==> src/rtl/mdu_seq_pkg.sv <==
// mdu_pkg: shared definitions for the RV32M multiply/divide sequencer.
//   MDU_XLEN / MDU_ITERS : datapath width and iteration count (both 32)
//   F3_*                 : RV32M funct3 encodings
//   state_t              : sequencer states
//   add_cout()           : carry-out of the shared adder, rebuilt from MSBs
package mdu_pkg;

    localparam int MDU_XLEN  = 32;
    localparam int MDU_ITERS = 32;

    localparam logic [2:0] F3_MUL    = 3'b000;
    localparam logic [2:0] F3_MULH   = 3'b001;
    localparam logic [2:0] F3_MULHSU = 3'b010;
    localparam logic [2:0] F3_MULHU  = 3'b011;
    localparam logic [2:0] F3_DIV    = 3'b100;
    localparam logic [2:0] F3_DIVU   = 3'b101;
    localparam logic [2:0] F3_REM    = 3'b110;
    localparam logic [2:0] F3_REMU   = 3'b111;

    typedef enum logic [2:0] {
        IDLE,
        ABS_A,
        ABS_B,
        ITER,
        FIX1,
        FIX2,
        DONE
    } state_t;

    // The shared adder exposes no carry-out; recover it from the operand
    // and sum MSBs (majority of a, b and carry-into-msb).
    function automatic logic add_cout(input logic a_msb, input logic b_msb,
                                      input logic sum_msb);
        return (a_msb & b_msb) | ((a_msb ^ b_msb) & ~sum_msb);
    endfunction

endpackage

==> src/rtl/mdu_seq_if.sv <==
// mdu_seq_if: request/response and shared-adder signals of mdu_seq.
//   start/funct3/rs1/rs2 : operation request (core -> mdu)
//   busy/done/result     : status and registered result (mdu -> core)
//   add_a/add_b/add_cin  : shared adder operands (mdu -> adder)
//   add_sum              : shared adder sum, combinational (adder -> mdu)
// Modports: slave = mdu_seq side, master = core/parent side.
interface mdu_seq_if;
    import mdu_pkg::*;

    logic                start;
    logic [2:0]          funct3;
    logic [MDU_XLEN-1:0] rs1;
    logic [MDU_XLEN-1:0] rs2;
    logic                busy;
    logic                done;
    logic [MDU_XLEN-1:0] result;
    logic [MDU_XLEN-1:0] add_a;
    logic [MDU_XLEN-1:0] add_b;
    logic                add_cin;
    logic [MDU_XLEN-1:0] add_sum;

    modport slave (
        input  start, funct3, rs1, rs2, add_sum,
        output busy, done, result, add_a, add_b, add_cin
    );

    modport master (
        output start, funct3, rs1, rs2, add_sum,
        input  busy, done, result, add_a, add_b, add_cin
    );

endinterface

==> src/rtl/mdu_seq.sv <==
// mdu_seq: multi-cycle RV32M MUL/MULH/MULHSU/MULHU/DIV/DIVU/REM/REMU
// sequencer. Owns no adder; every add goes through the parent's shared
// adder via bus.add_a/add_b/add_cin -> bus.add_sum.
//   clk  : rising-edge clock
//   rstn : asynchronous active-low reset
//   bus  : mdu_seq_if.slave (request, busy/done/result, shared adder)
// Latency: 37 cycles from accepted start to done.
// Optional: define MDU_DIVREM_CACHE_EN to remember the last divide
// {rs1, rs2, funct3[0], Q, R}; a matching divide finishes in 2 cycles.
module mdu_seq
    import mdu_pkg::*;
#(
    parameter int XLEN  = MDU_XLEN,
    parameter int ITERS = MDU_ITERS
) (
    input  logic     clk,
    input  logic     rstn,
    mdu_seq_if.slave bus
);

    localparam int CW = $clog2(ITERS);

    state_t          state, state_nx;
    logic [2:0]      op;
    logic            sa, sb;
    logic [XLEN-1:0] rs1_q, rs2_q;
    logic [XLEN-1:0] hi;   // product high / remainder
    logic [XLEN-1:0] lo;   // multiplier->product low / dividend->quotient
    logic [XLEN-1:0] mc;   // |multiplicand| or |divisor|
    logic [CW-1:0]   cnt;
    logic            done_q;
    logic [XLEN-1:0] result_q;

    logic [XLEN-1:0] add_a, add_b;
    logic            add_cin, cout, accept, is_div, hit;
    logic            sa_in, sb_in;
    logic [XLEN-1:0] rem_fin;

    assign is_div  = op[2];
    assign cout    = add_cout(add_a[XLEN-1], add_b[XLEN-1], bus.add_sum[XLEN-1]);
    assign accept  = hi[XLEN-1] | cout;
    assign rem_fin = sa ? bus.add_sum : hi;

    assign sa_in = bus.rs1[XLEN-1] & ((bus.funct3 == F3_MULH) | (bus.funct3 == F3_MULHSU) |
                                      (bus.funct3 == F3_DIV)  | (bus.funct3 == F3_REM));
    assign sb_in = bus.rs2[XLEN-1] & ((bus.funct3 == F3_MULH) | (bus.funct3 == F3_DIV) |
                                      (bus.funct3 == F3_REM));

    assign bus.add_a   = add_a;
    assign bus.add_b   = add_b;
    assign bus.add_cin = add_cin;
    assign bus.busy    = (state != IDLE) & ~done_q;
    assign bus.done    = done_q;
    assign bus.result  = result_q;

`ifdef MDU_DIVREM_CACHE_EN
    logic            c_valid, c_f0;
    logic [XLEN-1:0] c_rs1, c_rs2, c_q, c_r;

    assign hit = bus.funct3[2] & c_valid & (bus.rs1 == c_rs1) &
                 (bus.rs2 == c_rs2) & (bus.funct3[0] == c_f0);

    always_ff @(posedge clk or negedge rstn) begin
        if (!rstn) begin
            c_valid <= 1'b0;
            c_f0    <= 1'b0;
            c_rs1   <= '0;
            c_rs2   <= '0;
            c_q     <= '0;
            c_r     <= '0;
        end else if (state == FIX2 && is_div) begin
            c_valid <= 1'b1;
            c_f0    <= op[0];
            c_rs1   <= rs1_q;
            c_rs2   <= rs2_q;
            c_q     <= lo;
            c_r     <= rem_fin;
        end
    end
`else
    assign hit = 1'b0;
`endif

    always_ff @(posedge clk or negedge rstn) begin
        if (!rstn) state <= IDLE;
        else       state <= state_nx;
    end

    // DONE is entered either from FIX2 (done_q already set) or directly from
    // IDLE on a cache hit (done_q still clear: spend one busy cycle first).
    always_comb begin
        state_nx = state;
        add_a    = '0;
        add_b    = '0;
        add_cin  = 1'b0;
        case (state)
            IDLE:  if (bus.start) state_nx = hit ? DONE : ABS_A;
            ABS_A: begin
                add_a    = ~rs1_q;
                add_cin  = 1'b1;
                state_nx = ABS_B;
            end
            ABS_B: begin
                add_a    = ~rs2_q;
                add_cin  = 1'b1;
                state_nx = ITER;
            end
            ITER: begin
                if (is_div) begin
                    add_a   = {hi[XLEN-2:0], lo[XLEN-1]};
                    add_b   = ~mc;
                    add_cin = 1'b1;
                end else begin
                    add_a = hi;
                    add_b = lo[0] ? mc : '0;
                end
                if (cnt == CW'(ITERS - 1)) state_nx = FIX1;
            end
            FIX1: begin
                add_a    = is_div ? ~lo : ~hi;
                add_cin  = is_div ? 1'b1 : (lo == '0);
                state_nx = FIX2;
            end
            FIX2: begin
                add_a    = ~hi;
                add_cin  = 1'b1;
                state_nx = DONE;
            end
            DONE:    state_nx = done_q ? IDLE : DONE;
            default: state_nx = IDLE;
        endcase
    end

    always_ff @(posedge clk or negedge rstn) begin
        if (!rstn) begin
            op       <= '0;
            sa       <= 1'b0;
            sb       <= 1'b0;
            rs1_q    <= '0;
            rs2_q    <= '0;
            hi       <= '0;
            lo       <= '0;
            mc       <= '0;
            cnt      <= '0;
            done_q   <= 1'b0;
            result_q <= '0;
        end else begin
            case (state)
                IDLE: if (bus.start) begin
                    op    <= bus.funct3;
                    sa    <= sa_in;
                    sb    <= sb_in;
                    rs1_q <= bus.rs1;
                    rs2_q <= bus.rs2;
                    hi    <= '0;
                    cnt   <= '0;
                end
                // rs1 lands in lo (dividend) for divides, mc (multiplicand) for multiplies.
                ABS_A: begin
                    if (is_div) lo <= sa ? bus.add_sum : rs1_q;
                    else        mc <= sa ? bus.add_sum : rs1_q;
                end
                ABS_B: begin
                    if (is_div) mc <= sb ? bus.add_sum : rs2_q;
                    else        lo <= sb ? bus.add_sum : rs2_q;
                    cnt <= '0;
                end
                ITER: begin
                    if (is_div) begin
                        hi <= accept ? bus.add_sum : {hi[XLEN-2:0], lo[XLEN-1]};
                        lo <= {lo[XLEN-2:0], accept};
                    end else begin
                        hi <= {cout, bus.add_sum[XLEN-1:1]};
                        lo <= {bus.add_sum[0], lo[XLEN-1:1]};
                    end
                    cnt <= cnt + 1'b1;
                end
                FIX1: begin
                    if (is_div) begin
                        if ((sa ^ sb) && mc != '0) lo <= bus.add_sum;
                    end else if ((op == F3_MULH || op == F3_MULHSU) && (sa ^ sb)) begin
                        hi <= bus.add_sum;
                    end
                end
                FIX2: begin
                    hi     <= is_div ? rem_fin : hi;
                    done_q <= 1'b1;
                    if (!is_div) result_q <= (op == F3_MUL) ? lo : hi;
                    else         result_q <= op[1] ? rem_fin : lo;
                end
                DONE: begin
                    done_q <= ~done_q;
`ifdef MDU_DIVREM_CACHE_EN
                    if (!done_q) result_q <= op[1] ? c_r : c_q;
`endif
                end
                default: ;
            endcase
        end
    end

endmodule

==> src/flat_wrapper.sv <==
// flat-port wrapper written by rule: the top's interface ports become plain ports
module mdu_seq_flat import mdu_pkg::*;
#(
    parameter int XLEN  = MDU_XLEN,
    parameter int ITERS = MDU_ITERS
)
  (clk, rstn, bus_start, bus_funct3, bus_rs1, bus_rs2, bus_add_sum, bus_busy, bus_done, bus_result, bus_add_a, bus_add_b, bus_add_cin);
  mdu_seq_if bus_i ();
  input  logic clk;
  input  logic rstn;
  input wire logic [$bits(bus_i.start)-1:0] bus_start;
  input wire logic [$bits(bus_i.funct3)-1:0] bus_funct3;
  input wire logic [$bits(bus_i.rs1)-1:0] bus_rs1;
  input wire logic [$bits(bus_i.rs2)-1:0] bus_rs2;
  input wire logic [$bits(bus_i.add_sum)-1:0] bus_add_sum;
  output wire logic [$bits(bus_i.busy)-1:0] bus_busy;
  output wire logic [$bits(bus_i.done)-1:0] bus_done;
  output wire logic [$bits(bus_i.result)-1:0] bus_result;
  output wire logic [$bits(bus_i.add_a)-1:0] bus_add_a;
  output wire logic [$bits(bus_i.add_b)-1:0] bus_add_b;
  output wire logic [$bits(bus_i.add_cin)-1:0] bus_add_cin;
  assign bus_i.start = bus_start;
  assign bus_i.funct3 = bus_funct3;
  assign bus_i.rs1 = bus_rs1;
  assign bus_i.rs2 = bus_rs2;
  assign bus_i.add_sum = bus_add_sum;
  assign bus_busy = bus_i.busy;
  assign bus_done = bus_i.done;
  assign bus_result = bus_i.result;
  assign bus_add_a = bus_i.add_a;
  assign bus_add_b = bus_i.add_b;
  assign bus_add_cin = bus_i.add_cin;
  mdu_seq #(.XLEN(XLEN), .ITERS(ITERS)) u_core (.clk(clk), .rstn(rstn), .bus(bus_i));
endmodule
==> config.mk <==
export PLATFORM = sky130hd
export DESIGN_NAME = mdu_seq_flat
export DESIGN_NICKNAME = d
export VERILOG_FILES = /design/src/rtl/mdu_seq_pkg.sv /design/src/rtl/mdu_seq_if.sv /design/src/rtl/mdu_seq.sv /design/src/flat_wrapper.sv
export SDC_FILE = /design/constraint.sdc
export NUM_CORES = 1
export LEC_CHECK = 0
export ABC_AREA = 0
export BUFFER_PORTS_ARGS = -buffer_cell sky130_fd_sc_hd__clkbuf_2
export CORE_MARGIN = 10
export CORE_UTILIZATION = 30
export DETAILED_ROUTE_END_ITERATION = 8
export PLACE_DENSITY = 0.5
export SKIP_LAST_GASP = 1
export SLEW_MARGIN = 20
export SYNTH_ARGS = -nofsm -noshare
export SYNTH_HDL_FRONTEND = slang
export SYNTH_SLANG_ARGS = --single-unit
==> constraint.sdc <==
create_clock -name clk -period 2.9 [get_ports clk]
set_clock_uncertainty 0.05 [all_clocks]
set_input_delay 0.58 -clock clk [delete_from_list [all_inputs] [get_ports clk]]
set_output_delay 0.58 -clock clk [all_outputs]
set_load 0.1 [all_outputs]
==> flow_summary.yaml, run 1 <==
outcome:
  run_status: "finished with violations"
  violations: "negative setup slack"
global_routing:
  grt_start_max_net_pins: 78
  grt_antenna_before_repair: 1
  grt_pass1_vias: 14935
  globalRouteTotalUtil_pct: 23.88
  grt_remaining_overflow: 0
  grt_pass1_wl_mm: 102.4
sta:
  final-max-slew-violation-count: 0
  timing.max_slew.rel_slack_pct: 31.33
  fmax_mhz: 317.7
  worst_slack_on_hold_paths_ns: 0.1388
  period_utilization_pct: 108.5
  worst_slew_pin_slew_ns: 1.026
  report.final.hold_viol_count: 0
  setup_slack_ns: -0.2478
  period_needed_ns: 3.148
  grt_setup_unrepaired: "yes"
  report.final.setup_viol: 89
synthesis:
  syn_nets: 1802
  netlist_top_cells_area: "sky130_fd_sc_hd__dfrtp_1, sky130_fd_sc_hd__mux2i_1, sky130_fd_sc_hd__nand2_1"
  muxShareOfSynthArea_pct: 14.87
  yosys_warnings: 0
  synth_top_family_by_area: "compound AO/OA/AOI/OAI gates"
  post-synth-top-area-cell: "sky130_fd_sc_hd__dfrtp_1"
  ys_seq_area_share_pct: 36.36
  ys_ff_latch: 206
  synth_area_per_cell_um2: 8.354
  synth-edff-count: 0
  post_synth_instance_area_um2: 14180
  syn-instance-count: 1697
  synth-xor-area-share_pct: 0.2383
  yosys_most_used_dff: "sky130_fd_sc_hd__dfrtp_1"
  synth.distinct_cells: 59
  synth_compound_gate_area_share_pct: 26.51
  yosysTopAreaCellShare_pct: 36.36
  synth-simple-area-share_pct: 15.86
  synth_async_sr_flop_share_pct: 100.0
  yosys.area_share.adder_pct: 0.2648
floorplanning:
  initial_core_util_pct: 30.39
  design.die.area_um2: 56350
  die_x_um: 237.4
  core_area_um2: 46650
  ioPinCount: 201
  die_h_um: 237.4
  placementRows: 79
finish:
  layout-area-overhead-vs-synth_pct: 40.70
  nFillCells: 4672
  multi_input_comb_area_um2: 9294
  post_route_cells_drive_above_1_share_pct: 34.37
  insertedDiodeCount: 0
  nets: 2024
  layout.area.seq_um2: 5174
clocking:
  clock_tree_from_tritoncts: "built"
  clock_path_buffers: 3
  clkLatencyLatePin_ns: 0.58
  tritoncts_num_sinks: 206
  num_cts_buffers: 27
  cts.reportedPaths.clkPinSlew_ns: 0.06
  htree_num_levels: 1
  cts_root_buffer: "sky130_fd_sc_hd__clkbuf_16"
route:
  firstDrtPassIters: 5
  drt-initial-drc-count: 1709
  final_routed_wirelength_across_all_metal_layers_mm: 71.24
  vias_per_cell: 5.971
  drc_errors: 0
  detailroute.via_count: 15197
  number_of_nets_with_antenna_violations_after_detailed_routing: 0
  average_routed_wire_per_standard_cell_um: 27.99
setup_path:
  start_kind: "flop"
  slowest_delay_ns: 0.56
  cp.required_ns: 2.27
  timing.critical_path.slowest_stage_cell: "sky130_fd_sc_hd__dfrtp_4"
  crit_path_frequent_cell: "sky130_fd_sc_hd__buf_12"
  timing.setup.critical_path_class: "flop to output port"
  critical_path.n_buffers_inverters: 3
  critical_path_arrival_ns: 2.52
  critical_path.top_delay_family: "compound AO/OA/AOI/OAI gates"
  cell_by_cell_listing_of_the_critical_path: "clkinv_1 -> buf_12 -> a211oi_4 -> a21oi_1 -> a21oi_2 -> o21ai_4 -> buf_12"
  worstPathMaxFanout: 30
  critical_path.endpoint_type: "output port"
min_path:
  classification_of_the_worst_slack_hold_path: "input port to flop"
placed_design:
  io_buffer_count: 200
  dp_hpwl_mm: 51.22
  place.gp.congestion: 0.9690
run:
  drv.max_cap_violation_count: 0
==> cells in the mapped netlist, drive strengths merged (13+ instances only) <==
master,number
clkbuf,89
o22ai,58
dfrtp,206
nor4,16
o221ai,25
mux2,67
nand2,295
a22o,25
a22oi,19
nand3,13
and2,21
a21oi,134
inv,13
nor2b,15
buf,82
a21o,13
a221oi,18
mux2i,134
o22a,26
o2bb2ai,19
nor2,143
o21ai,118
a211oi,38
o31ai,33
==> logic make-up after synthesis <==
| family | after synthesis |
|---|---|
| AOI/OAI and AO/OA | 568 |
| xor gates and xnor gates | 3 |
| adders and majority gates | 3 |
| buffers and inverters | 185 |
| DFF | 206 |
| muxes | 201 |
| and+or+nand+nor | 531 |
==> worst register-to-register path, stage by stage (launching register included) <==
cell                        delay [ns]
sky130_fd_sc_hd__dfrtp_4          0.56
sky130_fd_sc_hd__buf_8            0.18
sky130_fd_sc_hd__buf_12           0.15
sky130_fd_sc_hd__nor2b_4          0.05
sky130_fd_sc_hd__buf_12           0.14
sky130_fd_sc_hd__mux2i_4          0.17
sky130_fd_sc_hd__nor2_4           0.07
sky130_fd_sc_hd__buf_6            0.13
sky130_fd_sc_hd__ha_4             0.27
sky130_fd_sc_hd__nor2b_4          0.18
sky130_fd_sc_hd__nor2_4           0.08
sky130_fd_sc_hd__buf_4            0.14
sky130_fd_sc_hd__buf_8            0.15
sky130_fd_sc_hd__a22oi_1          0.33
sky130_fd_sc_hd__o2bb2ai_4        0.11
sky130_fd_sc_hd__a22o_1           0.21
==> state kept, by name, summed over array words and instances (netlist names) <==
signal	count
u_core.rs1_q	32
u_core.sa	1
u_core.mc	32
u_core.bus.done	1
u_core.hi	32
u_core.op	3
u_core.rs2_q	32
u_core.bus.result	32
u_core.state	3
u_core.lo	32
u_core.cnt	5
u_core.sb	1
==> final timing paths <==
kind	from	end	slack [ns]	cells after the start
worst max-delay path	u_core.op[2]$_DFFE_PN0P_	bus_add_a[22]	-0.25	7
worst min-delay path	bus_rs1[11]	u_core.rs1_q[11]$_DFFE_PN0P_	0.14	3
worst max register to register	u_core.op[2]$_DFFE_PN0P_	u_core.hi[29]$_DFFE_PN0P_	-0.17	15
worst min register to register	u_core.bus.result[24]$_DFFE_PN0N_	u_core.bus.result[24]$_DFFE_PN0N_	0.43	1
max in group asynchronous	rstn	u_core.bus.result[29]$_DFFE_PN0N_	1.46	3
min in group asynchronous	rstn	u_core.rs1_q[5]$_DFFE_PN0P_	0.56	2
==> cells in the final DEF (no fill, tap or decap), drive strengths merged, types with 25 or more instances in the layout <==
cell type,synthesis,routed
a21oi,134,134
mux2i,134,134
clkbuf,89,173
o221ai,25,25
o22ai,58,58
o21ai,118,118
buf,82,223
nor2,143,143
mux2,67,67
o22a,26,26
a211oi,38,38
nand2,295,295
dfrtp,206,206
o31ai,33,33
a22o,25,25
==> through the flow <==
step / cells / util, % / TNS (ns) / area (um2) / setup WS (ns)
floorplan: 1697 / - / -11.11 / 14460 / -0.3712
global placement: 2463 / 37.58 / 0 / 17530 / 0.06835
detailed placement: 2463 / 37.58 / 0 / 17530 / 0.03848
CTS: 2521 / 40.58 / -7.818 / 18930 / -0.1907
global route: 2545 / 42.75 / -13.12 / 19950 / -0.2370
finish: 2545 / 42.75 / -9.416 / 19950 / -0.2478
==> area by class of cell <==
class,instances,share of cell area [%]
multi-input cells,1306,46.60
well taps,607,3.808
clock buffers,33,3.701
inverters,14,0.2635
repair buffers,364,18.78
flip-flops and latches,206,25.94
clock inverters,15,0.9096
==> metal layers <==
layer  share of wire [%]  global-route usage (%)  routed length, um  up-vias
met4                 5.7                   12.92               4075        0
met3                 6.8                   4.073               4862      208
li1                    -                       -                  -     6662
met1                  41                   29.76              29440     7562
met5                   0                       0                  0        -
met2                  46                   38.84              32870      765
==> what timing repair did <==
| action | 4_1_cts | 5_1_grt |
|---|---|---|
| cloned | 1 | 8 |
| endpoints found under the setup margin | 54 | 97 |
| gates resized for setup | 85 | 147 |
| setup buffers | 8 | 18 |
| hold buffers | 1 | 0 |
| pin swaps | 13 | 58 |
| hold endpoints to repair | 11 | 0 |
Power of run 1 is left out: the tool's default activity adds up to more than one toggle a clock period on the data nets, which glitch-free logic cannot reach.
==> inputs of run 2 (changes only) <==
--- a/config.mk
+++ b/config.mk
@@ -6,8 +6,8 @@
 export NUM_CORES = 1
 export LEC_CHECK = 0
 export ABC_AREA = 0
-export BUFFER_PORTS_ARGS = -buffer_cell sky130_fd_sc_hd__clkbuf_2
-export CORE_MARGIN = 10
+export BUFFER_PORTS_ARGS = -buffer_cell sky130_fd_sc_hd__buf_2
+export CORE_MARGIN = 5
 export CORE_UTILIZATION = 30
 export DETAILED_ROUTE_END_ITERATION = 8
 export PLACE_DENSITY = 0.5
==> flow_summary.yaml, run 2 (synthesis results as in run 1) <==
finish:
  post_route_cells_drive_above_1_share_pct: 34.77
  most-common-layout-cells: "sky130_fd_sc_hd__nand2_1, sky130_fd_sc_hd__dfrtp_1, sky130_fd_sc_hd__buf_2"
  layout_commonest_cell: "sky130_fd_sc_hd__nand2_1"
  cell_area_after_layout_um2: 20010
  layout-area-overhead-vs-synth_pct: 41.16
  nets: 2032
run:
  drv.max_cap_violation_count: 0
global_routing:
  grt_pass1_vias: 14966
  grt_pass1_wl_mm: 99.59
  globalRouteTotalUtil_pct: 25.47
  grt_antenna_before_repair: 5
  grt_start_max_net_pins: 78
  grt_remaining_overflow: 0
setup_path:
  critical_path_arrival_ns: 3.56
  start_kind: "flop"
  cell_by_cell_listing_of_the_critical_path: "buf_4 -> buf_6 -> and3b_2 -> buf_6 -> nand2_1 -> o21ai_2 -> o21ai_2 -> o221ai_4 -> ha_4 -> or2_4 -> nor2_4 -> o22ai_4 -> buf_12 -> clkbuf_16 -> o2bb2ai_1 -> a22o_1"
  timing.critical_path.slowest_stage_cell: "sky130_fd_sc_hd__dfrtp_2"
  timing.setup.critical_path_class: "flop to flop"
  critical_path.endpoint_type: "flop"
  critical_path.top_delay_family: "compound AO/OA/AOI/OAI gates"
  cp.required_ns: 3.30
  critical_path.n_buffers_inverters: 5
  slowest_delay_ns: 0.45
  worstPathMaxFanout: 5
  rrSetupSlack_ns: -0.26
floorplanning:
  placementRows: 79
  die_h_um: 227.4
  core_area_um2: 46650
  ioPinCount: 201
  design.die.area_um2: 51700
  initial_core_util_pct: 30.39
  die_x_um: 227.4
sta:
  grt_setup_unrepaired: "yes"
  setup-tns-final_ns: -12.07
  report.final.hold_viol_count: 0
  setup_slack_ns: -0.2623
  timing.max_slew.rel_slack_pct: 33.70
  report.final.setup_viol: 83
  period_utilization_pct: 109.0
  final-max-slew-violation-count: 0
  fmax_mhz: 316.2
  period_needed_ns: 3.162
  worst_slew_pin_slew_ns: 0.9908
route:
  number_of_nets_with_antenna_violations_after_detailed_routing: 0
  vias_per_cell: 5.965
  firstDrtPassIters: 7
  drc_errors: 0
  drt-initial-drc-count: 1556
  final_routed_wirelength_across_all_metal_layers_mm: 69.63
  detailroute.via_count: 15246
  average_routed_wire_per_standard_cell_um: 27.24
clocking:
  htree_num_levels: 1
  num_cts_buffers: 28
  cts_root_buffer: "sky130_fd_sc_hd__clkbuf_16"
  clock_tree_from_tritoncts: "built"
  cts.reportedPaths.clkPinSlew_ns: 0.07
  clock_path_buffers: 3
  tritoncts_num_sinks: 206
  clkLatencyLatePin_ns: 0.57
placed_design:
  post_dp_cell_area_um2: 17380
  dp_hpwl_mm: 47.83
  place.gp.congestion: 0.9528
  io_buffer_count: 200
min_path:
  classification_of_the_worst_slack_hold_path: "input port to flop"
outcome:
  violations: "negative setup slack"
  run_status: "finished with violations"
run 2: cell type report:
type	count	area, um2
Clock inverter	16	191.4
Multi-Input combinational cell	1306	9096
Antenna cell	2	5.005
Sequential cell	206	5172
Clock buffer	34	754.5
Timing Repair Buffer	371	3970
Inverter	14	61.31
Tap cell	607	759.5
Fill cell	4590	26640
run 2: worst paths after layout:
path / start / endpoint / cells after the start
worst max-delay path: u_core.state[0]$_DFFE_PN0P_ / u_core.hi[23]$_DFFE_PN0P_ / 16
worst min-delay path: bus_rs2[6] / u_core.rs2_q[6]$_DFFE_PN0P_ / 3
worst max register to register: u_core.state[0]$_DFFE_PN0P_ / u_core.hi[23]$_DFFE_PN0P_ / 16
worst min register to register: u_core.bus.result[4]$_DFFE_PN0N_ / u_core.bus.result[4]$_DFFE_PN0N_ / 1
max in group asynchronous: rstn / u_core.lo[15]$_DFFE_PN0P_ / 3
min in group asynchronous: rstn / u_core.rs2_q[1]$_DFFE_PN0P_ / 2
run 2: timing repair:
item | 4_1_cts | 5_1_grt
pin swaps | 24 | 44
hold endpoints to repair | 45 | 0
gates resized for setup | 117 | 112
hold buffers | 1 | 0
setup buffers | 28 | 21
cloned | 9 | 7
setup endpoints to repair | 64 | 96
run 2: routing by layer:
metal | GRT usage (%) | part of all wire (%) | vias up
met5 | 0 | 0.019 | -
met4 | 12.44 | 6.4 | 2
met3 | 5.210 | 8.1 | 240
met2 | 40.37 | 45 | 803
met1 | 33.28 | 41 | 7519
li1 | - | - | 6682
run 2: worst min-delay path, cell delays in order:
cell and delay (ns):
sky130_fd_sc_hd__buf_2 0.07, sky130_fd_sc_hd__nand2_1 0.04, sky130_fd_sc_hd__nand2_1 0.04
run 2: metrics by stage:
step	util (%)	hold slack (ns)	worst slack (ns)	cells
detailed placement	37.26	0.4143	0.1550	2443
floorplan	-	0.2344	-0.3712	1697
finish	42.89	0.1468	-0.2623	2556
global placement	37.26	0.4085	0.1606	2443
global route	42.88	0.1576	-0.2948	2554
CTS	41.39	0.1345	-0.2398	2530
Power of run 2 is left out for the same reason.
==> inputs of run 3 (changes only) <==
--- a/config.mk
+++ b/config.mk
@@ -7,10 +7,12 @@
 export LEC_CHECK = 0
 export ABC_AREA = 0
 export BUFFER_PORTS_ARGS = -buffer_cell sky130_fd_sc_hd__buf_2
+export CAP_MARGIN = 10
 export CORE_MARGIN = 5
 export CORE_UTILIZATION = 30
 export DETAILED_ROUTE_END_ITERATION = 8
 export PLACE_DENSITY = 0.5
+export SETUP_SLACK_MARGIN = 0.15
 export SKIP_LAST_GASP = 1
 export SLEW_MARGIN = 20
 export SYNTH_ARGS = -nofsm -noshare
==> flow_summary.yaml, run 3 (synthesis results as in run 1) <==
sta:
  period_needed_ns: 3.037
  setup-tns-final_ns: -5.141
  final-max-slew-violation-count: 0
  timing.max_slew.rel_slack_pct: 38.45
  fmax_mhz: 329.3
  worst_slew_pin_slew_ns: 0.9198
  setup_slack_ns: -0.1367
  report.final.hold_viol_count: 0
  period_utilization_pct: 104.7
  report.final.setup_viol: 60
  grt_setup_unrepaired: "yes"
setup_path:
  critical_path.top_delay_family: "compound AO/OA/AOI/OAI gates"
  timing.critical_path.slowest_stage_cell: "sky130_fd_sc_hd__dfrtp_2"
  timing.setup.critical_path_class: "flop to output port"
  worstPathMaxFanout: 5
  critical_path.endpoint_type: "output port"
  cell_by_cell_listing_of_the_critical_path: "or3b_4 -> o21a_4 -> clkbuf_16 -> o22a_1 -> o21ai_4 -> buf_12"
  cp.required_ns: 2.27
  slowest_delay_ns: 0.43
  critical_path.n_buffers_inverters: 2
  start_kind: "flop"
  critical_path_arrival_ns: 2.41
floorplanning:
  die_h_um: 227.4
  design.die.area_um2: 51700
  initial_core_util_pct: 30.39
  ioPinCount: 201
  core_area_um2: 46650
  die_x_um: 227.4
  placementRows: 79
global_routing:
  globalRouteTotalUtil_pct: 25.20
  grt_pass1_vias: 14321
  grt_remaining_overflow: 0
  grt_start_max_net_pins: 83
  grt_antenna_before_repair: 0
  grt_pass1_wl_mm: 98.81
finish:
  post_route_cells_drive_above_1_share_pct: 32.94
  layout-area-overhead-vs-synth_pct: 41.34
  most-common-layout-cells: "sky130_fd_sc_hd__nand2_1, sky130_fd_sc_hd__dfrtp_1, sky130_fd_sc_hd__buf_2"
  nets: 2031
  layout_commonest_cell: "sky130_fd_sc_hd__nand2_1"
  final_core_util_pct: 42.95
  insertedDiodeCount: 0
  finish.cell_count_without_fillers: 2553
route:
  route.layer.met1.wl_mm: 30.37
  final_routed_wirelength_across_all_metal_layers_mm: 69.24
  number_of_nets_with_antenna_violations_after_detailed_routing: 0
  drt-initial-drc-count: 1774
  dr_wl_met3_mm: 6.717
  detailroute.via_count: 14950
  met2_length_mm: 30.11
  drc_errors: 0
  average_routed_wire_per_standard_cell_um: 27.12
  vias_per_cell: 5.856
  top_layer: "met4"
  firstDrtPassIters: 5
clocking:
  clkLatencyLatePin_ns: 0.57
  cts_root_buffer: "sky130_fd_sc_hd__clkbuf_16"
  clock_tree_from_tritoncts: "built"
  num_cts_buffers: 26
  cts.reportedPaths.clkPinSlew_ns: 0.06
  clock_path_buffers: 3
  htree_num_levels: 1
  tritoncts_num_sinks: 206
placed_design:
  place.gp.congestion: 0.9189
  dp_hpwl_mm: 47.96
  detailedPlace.worstSlack_ns: 0.08471
  dp.cells: 2444
  io_buffer_count: 200
outcome:
  run_status: "finished with violations"
  violations: "negative setup slack"
run:
  drv.max_cap_violation_count: 0
min_path:
  classification_of_the_worst_slack_hold_path: "input port to flop"
run 3: cell types whose count changed in the layout (fill, tap and decap cells not counted), moves of 5 or more:
cell / before / now
sky130_fd_sc_hd__buf_8: 7 / 2
sky130_fd_sc_hd__o21ai_2: 26 / 18
sky130_fd_sc_hd__buf_16: 0 / 9
sky130_fd_sc_hd__o21ai_0: 72 / 77
sky130_fd_sc_hd__mux2i_2: 12 / 7
sky130_fd_sc_hd__nor2_2: 33 / 3
sky130_fd_sc_hd__o2bb2ai_2: 7 / 0
sky130_fd_sc_hd__o2bb2ai_1: 12 / 19
sky130_fd_sc_hd__nor2_4: 6 / 34
run 3: path summary, 6_finish.rpt:
check / slack [ns] / endpoint / cells past startpoint / startpoint
setup / recovery: -0.14 / bus_add_a[20] / 6 / u_core.state[1]$_DFFE_PN0P_
max in group asynchronous: 1.48 / u_core.rs1_q[11]$_DFFE_PN0P_ / 3 / rstn
setup reg to reg: -0.12 / u_core.hi[2]$_DFFE_PN0P_ / 15 / u_core.state[1]$_DFFE_PN0P_
hold reg to reg: 0.42 / u_core.bus.result[17]$_DFFE_PN0N_ / 2 / u_core.bus.result[17]$_DFFE_PN0N_
hold / removal: 0.16 / u_core.rs2_q[27]$_DFFE_PN0P_ / 3 / bus_rs2[27]
min in group asynchronous: 0.49 / u_core.rs1_q[2]$_DFFE_PN0P_ / 2 / rstn
run 3: per-stage QoR:
step | hold slack, ns | area, um2
after CTS | 0.1438 | 19400
after global routing | 0.1599 | 20040
after floorplan | 0.2344 | 14550
after global placement | 0.4086 | 17450
after detailed placement | 0.4139 | 17450
final | 0.1574 | 20040
run 3: worst register-to-register path, stage by stage, from the launching register on:
cell and delay [ns]:
sky130_fd_sc_hd__dfrtp_2 0.43, sky130_fd_sc_hd__buf_4 0.14, sky130_fd_sc_hd__and3b_2 0.26, sky130_fd_sc_hd__buf_4 0.15
sky130_fd_sc_hd__nand2_2 0.07, sky130_fd_sc_hd__o21ai_2 0.06, sky130_fd_sc_hd__o21ai_2 0.19, sky130_fd_sc_hd__o221ai_4 0.14
sky130_fd_sc_hd__buf_6 0.14, sky130_fd_sc_hd__ha_4 0.16, sky130_fd_sc_hd__or2_4 0.24, sky130_fd_sc_hd__nor2_4 0.18
sky130_fd_sc_hd__o22ai_4 0.15, sky130_fd_sc_hd__buf_8 0.16, sky130_fd_sc_hd__a22o_1 0.20, sky130_fd_sc_hd__a22o_1 0.17
run 3: repair_timing:
action / in CTS / in global routing
resized for setup: 144 / 75
pin swaps: 20 / 42
hold endpoints to repair: 43 / 0
buffers inserted: 24 / 15
hold buffers: 1 / 0
gates cloned: 12 / 9
setup endpoints to repair: 66 / 98
run 3: layout make-up:
type                    count  area (um2)
flip-flops and latches    206        5167
inverters                  14       53.80
clock inverters            11       92.59
repair buffers            372        4034
multi-input cells        1306        9166
well taps                 607       759.5
fillers                  4624       26620
clock buffers              37       763.2
run 3: metal layers:
metal,GRT usage (%),vias to the layer above
met4,6.192,0
met2,37.34,803
met5,0,-
met1,37.22,7337
li1,-,6680
met3,5.880,130
Power of run 3 is left out for the same reason.
